### src/rtl/tmp_ctrl_pkg.sv
// tmp_ctrl_pkg: shared opcodes, FSM states and constants for the TMP register controller.
// Contents: opcode_t, state_t, OP_W, TIMEOUT_CYC, CTRL_IDLE.
package tmp_ctrl_pkg;
    localparam int OP_W = 3;
    localparam int TIMEOUT_CYC = 16;
    // Control vector order: h_dir, h_pass, h_load, h_out, l_dir, l_pass, l_load, l_out, pass_address, address_dir
    localparam logic [9:0] CTRL_IDLE = 10'b0101_0101_10;
    typedef enum logic [2:0] {
        OP_NOP, OP_LOAD_H, OP_LOAD_L, OP_STORE_H, OP_STORE_L, OP_LOAD_ADDR, OP_STORE_ADDR, OP_ILLEGAL
    } opcode_t;
    typedef enum logic [2:0] {IDLE, REQ, SETUP, XFER, RELEASE} state_t;
endpackage

### src/rtl/tmp_ctrl_if.sv
// tmp_ctrl_if: command handshake, bus arbitration and TMP register control lines.
// master = controller side (drives cmd_ready, bus_req/sel, done/err, reg_*), slave = environment.
interface tmp_ctrl_if #(parameter int CMD_W = 3);
    logic             cmd_valid;
    logic [CMD_W-1:0] cmd;
    logic             cmd_ready;
    logic             bus_req;
    logic             bus_sel;
    logic             bus_gnt;
    logic             done;
    logic             err;
    logic             reg_tmph_data_dir;
    logic             reg_tmph_pass_data;
    logic             reg_tmph_load;
    logic             reg_tmph_out;
    logic             reg_tmpl_data_dir;
    logic             reg_tmpl_pass_data;
    logic             reg_tmpl_load;
    logic             reg_tmpl_out;
    logic             reg_tmp_pass_address;
    logic             reg_tmp_address_dir;
    modport master (
        input  cmd_valid, cmd, bus_gnt,
        output cmd_ready, bus_req, bus_sel, done, err,
               reg_tmph_data_dir, reg_tmph_pass_data, reg_tmph_load, reg_tmph_out,
               reg_tmpl_data_dir, reg_tmpl_pass_data, reg_tmpl_load, reg_tmpl_out,
               reg_tmp_pass_address, reg_tmp_address_dir
    );
    modport slave (
        output cmd_valid, cmd, bus_gnt,
        input  cmd_ready, bus_req, bus_sel, done, err,
               reg_tmph_data_dir, reg_tmph_pass_data, reg_tmph_load, reg_tmph_out,
               reg_tmpl_data_dir, reg_tmpl_pass_data, reg_tmpl_load, reg_tmpl_out,
               reg_tmp_pass_address, reg_tmp_address_dir
    );
endinterface

### src/rtl/tmp_ctrl.sv
// tmp_ctrl: sequences TMP high/low/address register transfers over an arbitrated bus.
// Ports: clk, rst_n (async active-low), bus (tmp_ctrl_if.master: cmd handshake, bus_req/sel/gnt,
// done/err pulses, reg_* controls). Optional TMP_CTRL_TIMEOUT_EN aborts REQ after TIMEOUT_CYC cycles.
module tmp_ctrl
    import tmp_ctrl_pkg::*;
#(
    parameter int CMD_W = 3
) (
    input logic        clk,
    input logic        rst_n,
    tmp_ctrl_if.master bus
);
    state_t           state, ns;
    opcode_t          op, op_nxt;
    logic [CMD_W-1:0] cmd_in;
    logic [9:0]       ctrl, ctrl_nxt;
    logic             accept, hi, lo, adr, st, ld, act, busy, timeout;
    logic             bus_req_q, bus_sel_q, done_q, err_q, ready_q;

    assign cmd_in = bus.cmd;
    assign accept = bus.cmd_valid & ready_q;

`ifdef TMP_CTRL_TIMEOUT_EN
    logic [4:0] req_cnt;
    always_ff @(posedge clk or negedge rst_n)
        if (!rst_n) req_cnt <= '0;
        else        req_cnt <= (state == REQ) ? req_cnt + 5'd1 : '0;
    assign timeout = (state == REQ) && !bus.bus_gnt && (req_cnt == 5'(TIMEOUT_CYC - 1));
`else
    assign timeout = 1'b0;
`endif

    // Everything below is computed for the next cycle so every output comes straight from a flop.
    always_comb begin
        op_nxt = accept ? opcode_t'(cmd_in[OP_W-1:0]) : op;
        ns     = state;
        unique case (state)
            IDLE:    ns = (accept && op_nxt != OP_NOP && op_nxt != OP_ILLEGAL) ? REQ : IDLE;
            REQ:     ns = bus.bus_gnt ? SETUP : (timeout ? IDLE : REQ);
            SETUP:   ns = XFER;
            XFER:    ns = RELEASE;
            RELEASE: ns = IDLE;
            default: ns = IDLE;
        endcase
        adr  = op_nxt inside {OP_LOAD_ADDR, OP_STORE_ADDR};
        hi   = adr || op_nxt inside {OP_LOAD_H, OP_STORE_H};
        lo   = adr || op_nxt inside {OP_LOAD_L, OP_STORE_L};
        st   = op_nxt inside {OP_STORE_H, OP_STORE_L, OP_STORE_ADDR};
        ld   = op_nxt inside {OP_LOAD_H, OP_LOAD_L, OP_LOAD_ADDR};
        act  = ns inside {SETUP, XFER};
        busy = ns != IDLE;
        // Address transfers use the address pass path, so the data pass lines stay off for them.
        ctrl_nxt = {
            act && hi && !adr && st, !(act && hi && !adr), (ns == XFER) && hi && ld, !(act && hi && st),
            act && lo && !adr && st, !(act && lo && !adr), (ns == XFER) && lo && ld, !(act && lo && st),
            !(act && adr), act && adr && st
        };
    end

    always_ff @(posedge clk or negedge rst_n) begin
        if (!rst_n) begin
            state     <= IDLE;
            op        <= OP_NOP;
            ctrl      <= CTRL_IDLE;
            bus_req_q <= 1'b0;
            bus_sel_q <= 1'b0;
            done_q    <= 1'b0;
            err_q     <= 1'b0;
            ready_q   <= 1'b1;
        end else begin
            state     <= ns;
            op        <= op_nxt;
            ctrl      <= ctrl_nxt;
            bus_req_q <= busy;
            bus_sel_q <= busy && adr;
            done_q    <= (state == RELEASE) || (accept && op_nxt == OP_NOP);
            err_q     <= (accept && op_nxt == OP_ILLEGAL) || timeout;
            ready_q   <= !busy;
        end
    end

    assign bus.cmd_ready = ready_q;
    assign bus.bus_req   = bus_req_q;
    assign bus.bus_sel   = bus_sel_q;
    assign bus.done      = done_q;
    assign bus.err       = err_q;
    assign {bus.reg_tmph_data_dir, bus.reg_tmph_pass_data, bus.reg_tmph_load, bus.reg_tmph_out,
            bus.reg_tmpl_data_dir, bus.reg_tmpl_pass_data, bus.reg_tmpl_load, bus.reg_tmpl_out,
            bus.reg_tmp_pass_address, bus.reg_tmp_address_dir} = ctrl;
endmodule

### src/flat_wrapper.sv
// flat-port wrapper written by rule: the top's interface ports become plain ports
module tmp_ctrl_flat import tmp_ctrl_pkg::*;
#(
    parameter int CMD_W = 3
)
  (clk, rst_n, bus_cmd_valid, bus_cmd, bus_bus_gnt, bus_cmd_ready, bus_bus_req, bus_bus_sel, bus_done, bus_err, bus_reg_tmph_data_dir, bus_reg_tmph_pass_data, bus_reg_tmph_load, bus_reg_tmph_out, bus_reg_tmpl_data_dir, bus_reg_tmpl_pass_data, bus_reg_tmpl_load, bus_reg_tmpl_out, bus_reg_tmp_pass_address, bus_reg_tmp_address_dir);
  tmp_ctrl_if #(.CMD_W(CMD_W)) bus_i ();
  input logic clk;
  input logic rst_n;
  input wire logic [$bits(bus_i.cmd_valid)-1:0] bus_cmd_valid;
  input wire logic [$bits(bus_i.cmd)-1:0] bus_cmd;
  input wire logic [$bits(bus_i.bus_gnt)-1:0] bus_bus_gnt;
  output wire logic [$bits(bus_i.cmd_ready)-1:0] bus_cmd_ready;
  output wire logic [$bits(bus_i.bus_req)-1:0] bus_bus_req;
  output wire logic [$bits(bus_i.bus_sel)-1:0] bus_bus_sel;
  output wire logic [$bits(bus_i.done)-1:0] bus_done;
  output wire logic [$bits(bus_i.err)-1:0] bus_err;
  output wire logic [$bits(bus_i.reg_tmph_data_dir)-1:0] bus_reg_tmph_data_dir;
  output wire logic [$bits(bus_i.reg_tmph_pass_data)-1:0] bus_reg_tmph_pass_data;
  output wire logic [$bits(bus_i.reg_tmph_load)-1:0] bus_reg_tmph_load;
  output wire logic [$bits(bus_i.reg_tmph_out)-1:0] bus_reg_tmph_out;
  output wire logic [$bits(bus_i.reg_tmpl_data_dir)-1:0] bus_reg_tmpl_data_dir;
  output wire logic [$bits(bus_i.reg_tmpl_pass_data)-1:0] bus_reg_tmpl_pass_data;
  output wire logic [$bits(bus_i.reg_tmpl_load)-1:0] bus_reg_tmpl_load;
  output wire logic [$bits(bus_i.reg_tmpl_out)-1:0] bus_reg_tmpl_out;
  output wire logic [$bits(bus_i.reg_tmp_pass_address)-1:0] bus_reg_tmp_pass_address;
  output wire logic [$bits(bus_i.reg_tmp_address_dir)-1:0] bus_reg_tmp_address_dir;
  assign bus_i.cmd_valid = bus_cmd_valid;
  assign bus_i.cmd = bus_cmd;
  assign bus_i.bus_gnt = bus_bus_gnt;
  assign bus_cmd_ready = bus_i.cmd_ready;
  assign bus_bus_req = bus_i.bus_req;
  assign bus_bus_sel = bus_i.bus_sel;
  assign bus_done = bus_i.done;
  assign bus_err = bus_i.err;
  assign bus_reg_tmph_data_dir = bus_i.reg_tmph_data_dir;
  assign bus_reg_tmph_pass_data = bus_i.reg_tmph_pass_data;
  assign bus_reg_tmph_load = bus_i.reg_tmph_load;
  assign bus_reg_tmph_out = bus_i.reg_tmph_out;
  assign bus_reg_tmpl_data_dir = bus_i.reg_tmpl_data_dir;
  assign bus_reg_tmpl_pass_data = bus_i.reg_tmpl_pass_data;
  assign bus_reg_tmpl_load = bus_i.reg_tmpl_load;
  assign bus_reg_tmpl_out = bus_i.reg_tmpl_out;
  assign bus_reg_tmp_pass_address = bus_i.reg_tmp_pass_address;
  assign bus_reg_tmp_address_dir = bus_i.reg_tmp_address_dir;
  tmp_ctrl #(.CMD_W(CMD_W)) u_core (.clk(clk), .rst_n(rst_n), .bus(bus_i));
endmodule
### config.mk
export PLATFORM = sky130hd
export DESIGN_NAME = tmp_ctrl_flat
export DESIGN_NICKNAME = d
export VERILOG_FILES = /design/src/rtl/tmp_ctrl_pkg.sv /design/src/rtl/tmp_ctrl_if.sv /design/src/rtl/tmp_ctrl.sv /design/src/flat_wrapper.sv
export SDC_FILE = /design/constraint.sdc
export NUM_CORES = 1
export LEC_CHECK = 0
export ABC_CLOCK_PERIOD_IN_PS = 1900
export CAP_MARGIN = 40
export CELL_PAD_IN_SITES_DETAIL_PLACEMENT = 1
export CELL_PAD_IN_SITES_GLOBAL_PLACEMENT = 1
export CORE_MARGIN = 5
export CORE_UTILIZATION = 38
export DETAILED_ROUTE_END_ITERATION = 16
export HOLD_SLACK_MARGIN = 0.08
export PLACE_DENSITY_LB_ADDON = 0.25
export SETUP_SLACK_MARGIN = 0.02
export SLEW_MARGIN = 40
export SYNTH_ARGS = -nofsm -noshare
export SYNTH_HDL_FRONTEND = slang
export SYNTH_SLANG_ARGS = --single-unit
### constraint.sdc
create_clock -name clk -period 1.9 [get_ports clk]
set_input_delay 0.19 -clock clk [delete_from_list [all_inputs] [get_ports clk]]
set_output_delay 0.19 -clock clk [all_outputs]
set_load 0.01 [all_outputs]
==> flow_metrics.py <==
metrics = {
    "yosys": {
        "synthesis.yosys.warnings": 0,
        "portion_of_the_post_synthesis_area_used_by_sequential_elements_pct": 55.0,
        "yosys.area.top_type": "sky130_fd_sc_hd__dfrtp_1",
        "mappedNetlistArea_sq_um": 970,
        "synth_top_flop_cell": "sky130_fd_sc_hd__dfrtp_1",
        "synth_edf_count": 0,
        "synth_nets": 87,
        "postSynthCellCount": 80,
        "synth_top_area_share_pct": 38.7,
        "ys_types": 39,
        "synth.avg_cell_area_sq_um": 12.1,
        "share_of_async_settable_or_async_resettable_flops_after_synthesis_pct": 100,
        "ys_seq_elements": 21,
        "synth.top_cells.by_area": "sky130_fd_sc_hd__dfrtp_1 39%, sky130_fd_sc_hd__dfstp_2 16%, sky130_fd_sc_hd__a2111oi_4 2.8%",
    },
    "worst_setup_path": {
        "required_time_at_the_worst_slack_endpoint_ns": 1.71,
        "timing.critical_path.max_delay_family": "flip-flops",
        "worst_setup_path_start_kind": "flip-flop",
        "timing_worst_setup_path_type": "flip-flop to output port",
        "crit_chain": "clkdlybuf4s50_1",
        "critPathArrivalTime_ns": 1.56,
        "critPathSlowestCell": "sky130_fd_sc_hd__dfstp_2",
        "reg2reg_to": "u_core.bus.bus_sel",
        "max_stage_delay_ns": 0.68,
        "number_of_buffer_and_inverter_stages_on_the_critical_path": 1,
        "ff2ff_path_depth": 3,
        "regToRegStartpoint": "u_core.bus.cmd_ready",
        "worstSetupEndpointType": "output port",
        "critical_path_peak_fanout": 14,
        "setup.reg_to_reg.worst_slack_ns": 0.33,
    },
    "clock_network": {
        "clock_insertion_delay_worst_skew_ns": 0.30,
        "clkTransAtPathRegs_ns": 0.11,
        "h_tree_levels": 1,
        "post_cts.repair.setup_buffers": 0,
        "cts_tree": "yes",
        "cts_sinks": 21,
        "cts_hold_buf": 0,
        "tritoncts.num_buffers": 3,
        "cts-root-to-sink-buffers": 2,
        "clockRootBuffer": "sky130_fd_sc_hd__clkbuf_4",
        "postCtsResizedCells": 0,
    },
    "timing": {
        "setup_repair_after_global_routing_missed_its_margin": "false",
        "worst_pin_slew_ns": 0.435,
        "max_slew_margin_pct": 70.9,
        "worst_case_setup_margin_in_the_final_layout_ns": 0.146,
        "fin_crit_sh_pct": 92.3,
        "finClkSkew_ns": 0.00762,
        "slew_viol_final": 0,
        "post-route-min-period_ns": 1.75,
        "fin_worst_hold_slack_ns": 0.227,
        "fin_hold_viols": 0,
        "fmax_mhz": 570,
        "setup_viol": 0,
    },
    "cells_and_area": {
        "nNetsFinal": 111,
        "layout-drive-gt1-share_pct": 17.5,
        "fillCellCount": 285,
        "layout.cells.most_common": "sky130_fd_sc_hd__clkdlybuf4s50_1",
        "mostFrequentLayoutCells": "21 x sky130_fd_sc_hd__clkdlybuf4s50_1, 15 x sky130_fd_sc_hd__dfrtp_1, 6 x sky130_fd_sc_hd__nand2_1, 6 x sky130_fd_sc_hd__dfstp_2, 5 x sky130_fd_sc_hd__nand3_1",
        "areaGrowthSynthToFinish_pct": 26.6,
        "insertedDiodeCount": 0,
    },
    "die": {
        "die_footprint_sq_um": 3660,
        "die_h_um": 60.5,
        "floorplan.core_area_sq_um": 2450,
        "floorplan.io_pins": 22,
        "std_cell_rows": 18,
        "initial_utilization_pct": 39.5,
        "die_w_um": 60.5,
    },
    "route": {
        "initialDrtViolationCount": 1,
        "routed_via_density": 5.42,
        "antenna_left": 0,
        "via_count": 721,
        "drt_wl_total_um": 2170,
        "wl_per_cell_um": 16.3,
        "detailed_router_iteration_count_before_antenna_repair": 2,
        "drcViolationCount": 0,
    },
    "global_route": {
        "grt_first_pass_wirelength_um": 3750,
        "grt_util_all_layers_pct": 14.4,
        "grt_max_degree": 22,
        "grt_pass1_vias": 737,
        "grt_antenna_before_repair": 0,
        "grt_remaining_overflow": 0,
    },
    "worst_hold_path": {
        "min-delay-path-class": "input port to asynchronous set/reset pin",
    },
    "place": {
        "gp_congestion": 0.790,
        "preCtsSetupSlack_ns": -0.00429,
        "place.detailed.hpwl_um": 1680,
        "placement.io_buffers": 21,
    },
    "pwr": {
        "p_leak_uw": 0.000535,
        "power_density_nw_per_um2": 1380,
        "power.total_uw": 1690,
        "ir_worst_vdd_uv": 666,
    },
    "run_status": {
        "run_status": "complete, no violations",
    },
    "flow_run": {
        "cap_viol_max_count": 0,
    },
}
==> worst reg2reg max path: cells and delay by family, from the launching register on <==
| family | cells | cell delay [ns] |
|---|---|---|
| flip-flops | 1 | 0.68 |
| AND/OR/NAND/NOR | 1 | 0.18 |
| AO/OA/AOI/OAI | 1 | 0.40 |
| multiplexers | 1 | 0.19 |
==> metal layers <==
| layer | GRT usage (%) | part of all wire [%] | vias up |
|---|---|---|---|
| met2 | 21.0 | 47 | 19 |
| met3 | 3.62 | 4.4 | 8 |
| met5 | 0 | 0 | - |
| met1 | 19.3 | 46 | 354 |
| li1 | - | - | 340 |
| met4 | 8.67 | 2.9 | 0 |
==> final cells by class <==
cell class                      instances  area, sq um  area share [%]
Timing Repair Buffer                   22          218            17.7
Tap cell                               30         37.5            3.06
Multi-Input combinational cell         54          405            33.0
Inverter                                2         7.51           0.612
Sequential cell                        21          533            43.4
Clock buffer                            4         26.3            2.14
==> through the flow <==
step / cells / TNS (ns) / area [sq um] / utilization (%)
global route: 133 / 0 / 1230 / 50.0
floorplan: 80 / 0 / 970 / -
global placement: 129 / 0 / 1200 / 48.9
detailed placement: 129 / -0.00429 / 1200 / 48.9
CTS: 133 / 0 / 1230 / 50.0
finish: 133 / 0 / 1230 / 50.0
==> power by group <==
part / switching, uW / total [uW] / internal (uW) / leakage [uW]
Sequential: 139 / 749 / 610 / 0.000261
Combinational: 361 / 739 / 377 / 0.000259
Clock: 124 / 206 / 81.6 / 0.0000150
Total: 624 / 1690 / 1070 / 0.000535
==> registers in the layout, summed over array words and instances, names as in the netlist <==
register / flops
u_core.bus.cmd_ready: 1
u_core.op: 3
u_core.state: 3
u_core.bus.err: 1
u_core.bus.done: 1
u_core.bus.bus_sel: 1
u_core.ctrl: 10
u_core.bus.bus_req: 1
==> cells in the mapped netlist, drive strengths merged (2+ instances only) <==
library cell and instances:
o21ai 2, nand2 6, nor2 3, a211oi 4
buf 3, nand3 5, dfstp 6, xor2 2
nand4 2, a21bo 3, a2111oi 2, or3b 2
a21oi 4, inv 2, and3 3, a21boi 3
dfrtp 15
==> how the worst max path moves through the flow <==
stage / from / end / depth (start not counted)
after detailed placement: bus_cmd_valid / u_core.bus.bus_sel / 4
final: u_core.bus.cmd_ready / bus_cmd_ready / 1
after global routing: u_core.bus.cmd_ready / bus_cmd_ready / 1
after CTS: u_core.bus.cmd_ready / bus_cmd_ready / 1
after global placement: bus_cmd_valid / u_core.bus.bus_sel / 4
after floorplan: u_core.bus.cmd_ready / u_core.ctrl[1] / 4
==> cells by family (layout without fill, tap and decap cells) <==
| logic type | Yosys count | count (layout) | synth area share [%] |
|---|---|---|---|
| AO/OA/AOI/OAI | 23 | 23 | 21.0 |
| XOR/XNOR | 2 | 2 | 1.81 |
| buffers and inverters | 5 | 28 | 3.23 |
| flip-flops | 21 | 21 | 55.0 |
| multiplexers | 1 | 1 | 1.03 |
| AND/OR/NAND/NOR | 28 | 28 | 17.9 |
Note: power is estimated with default switching activity, not from simulation.
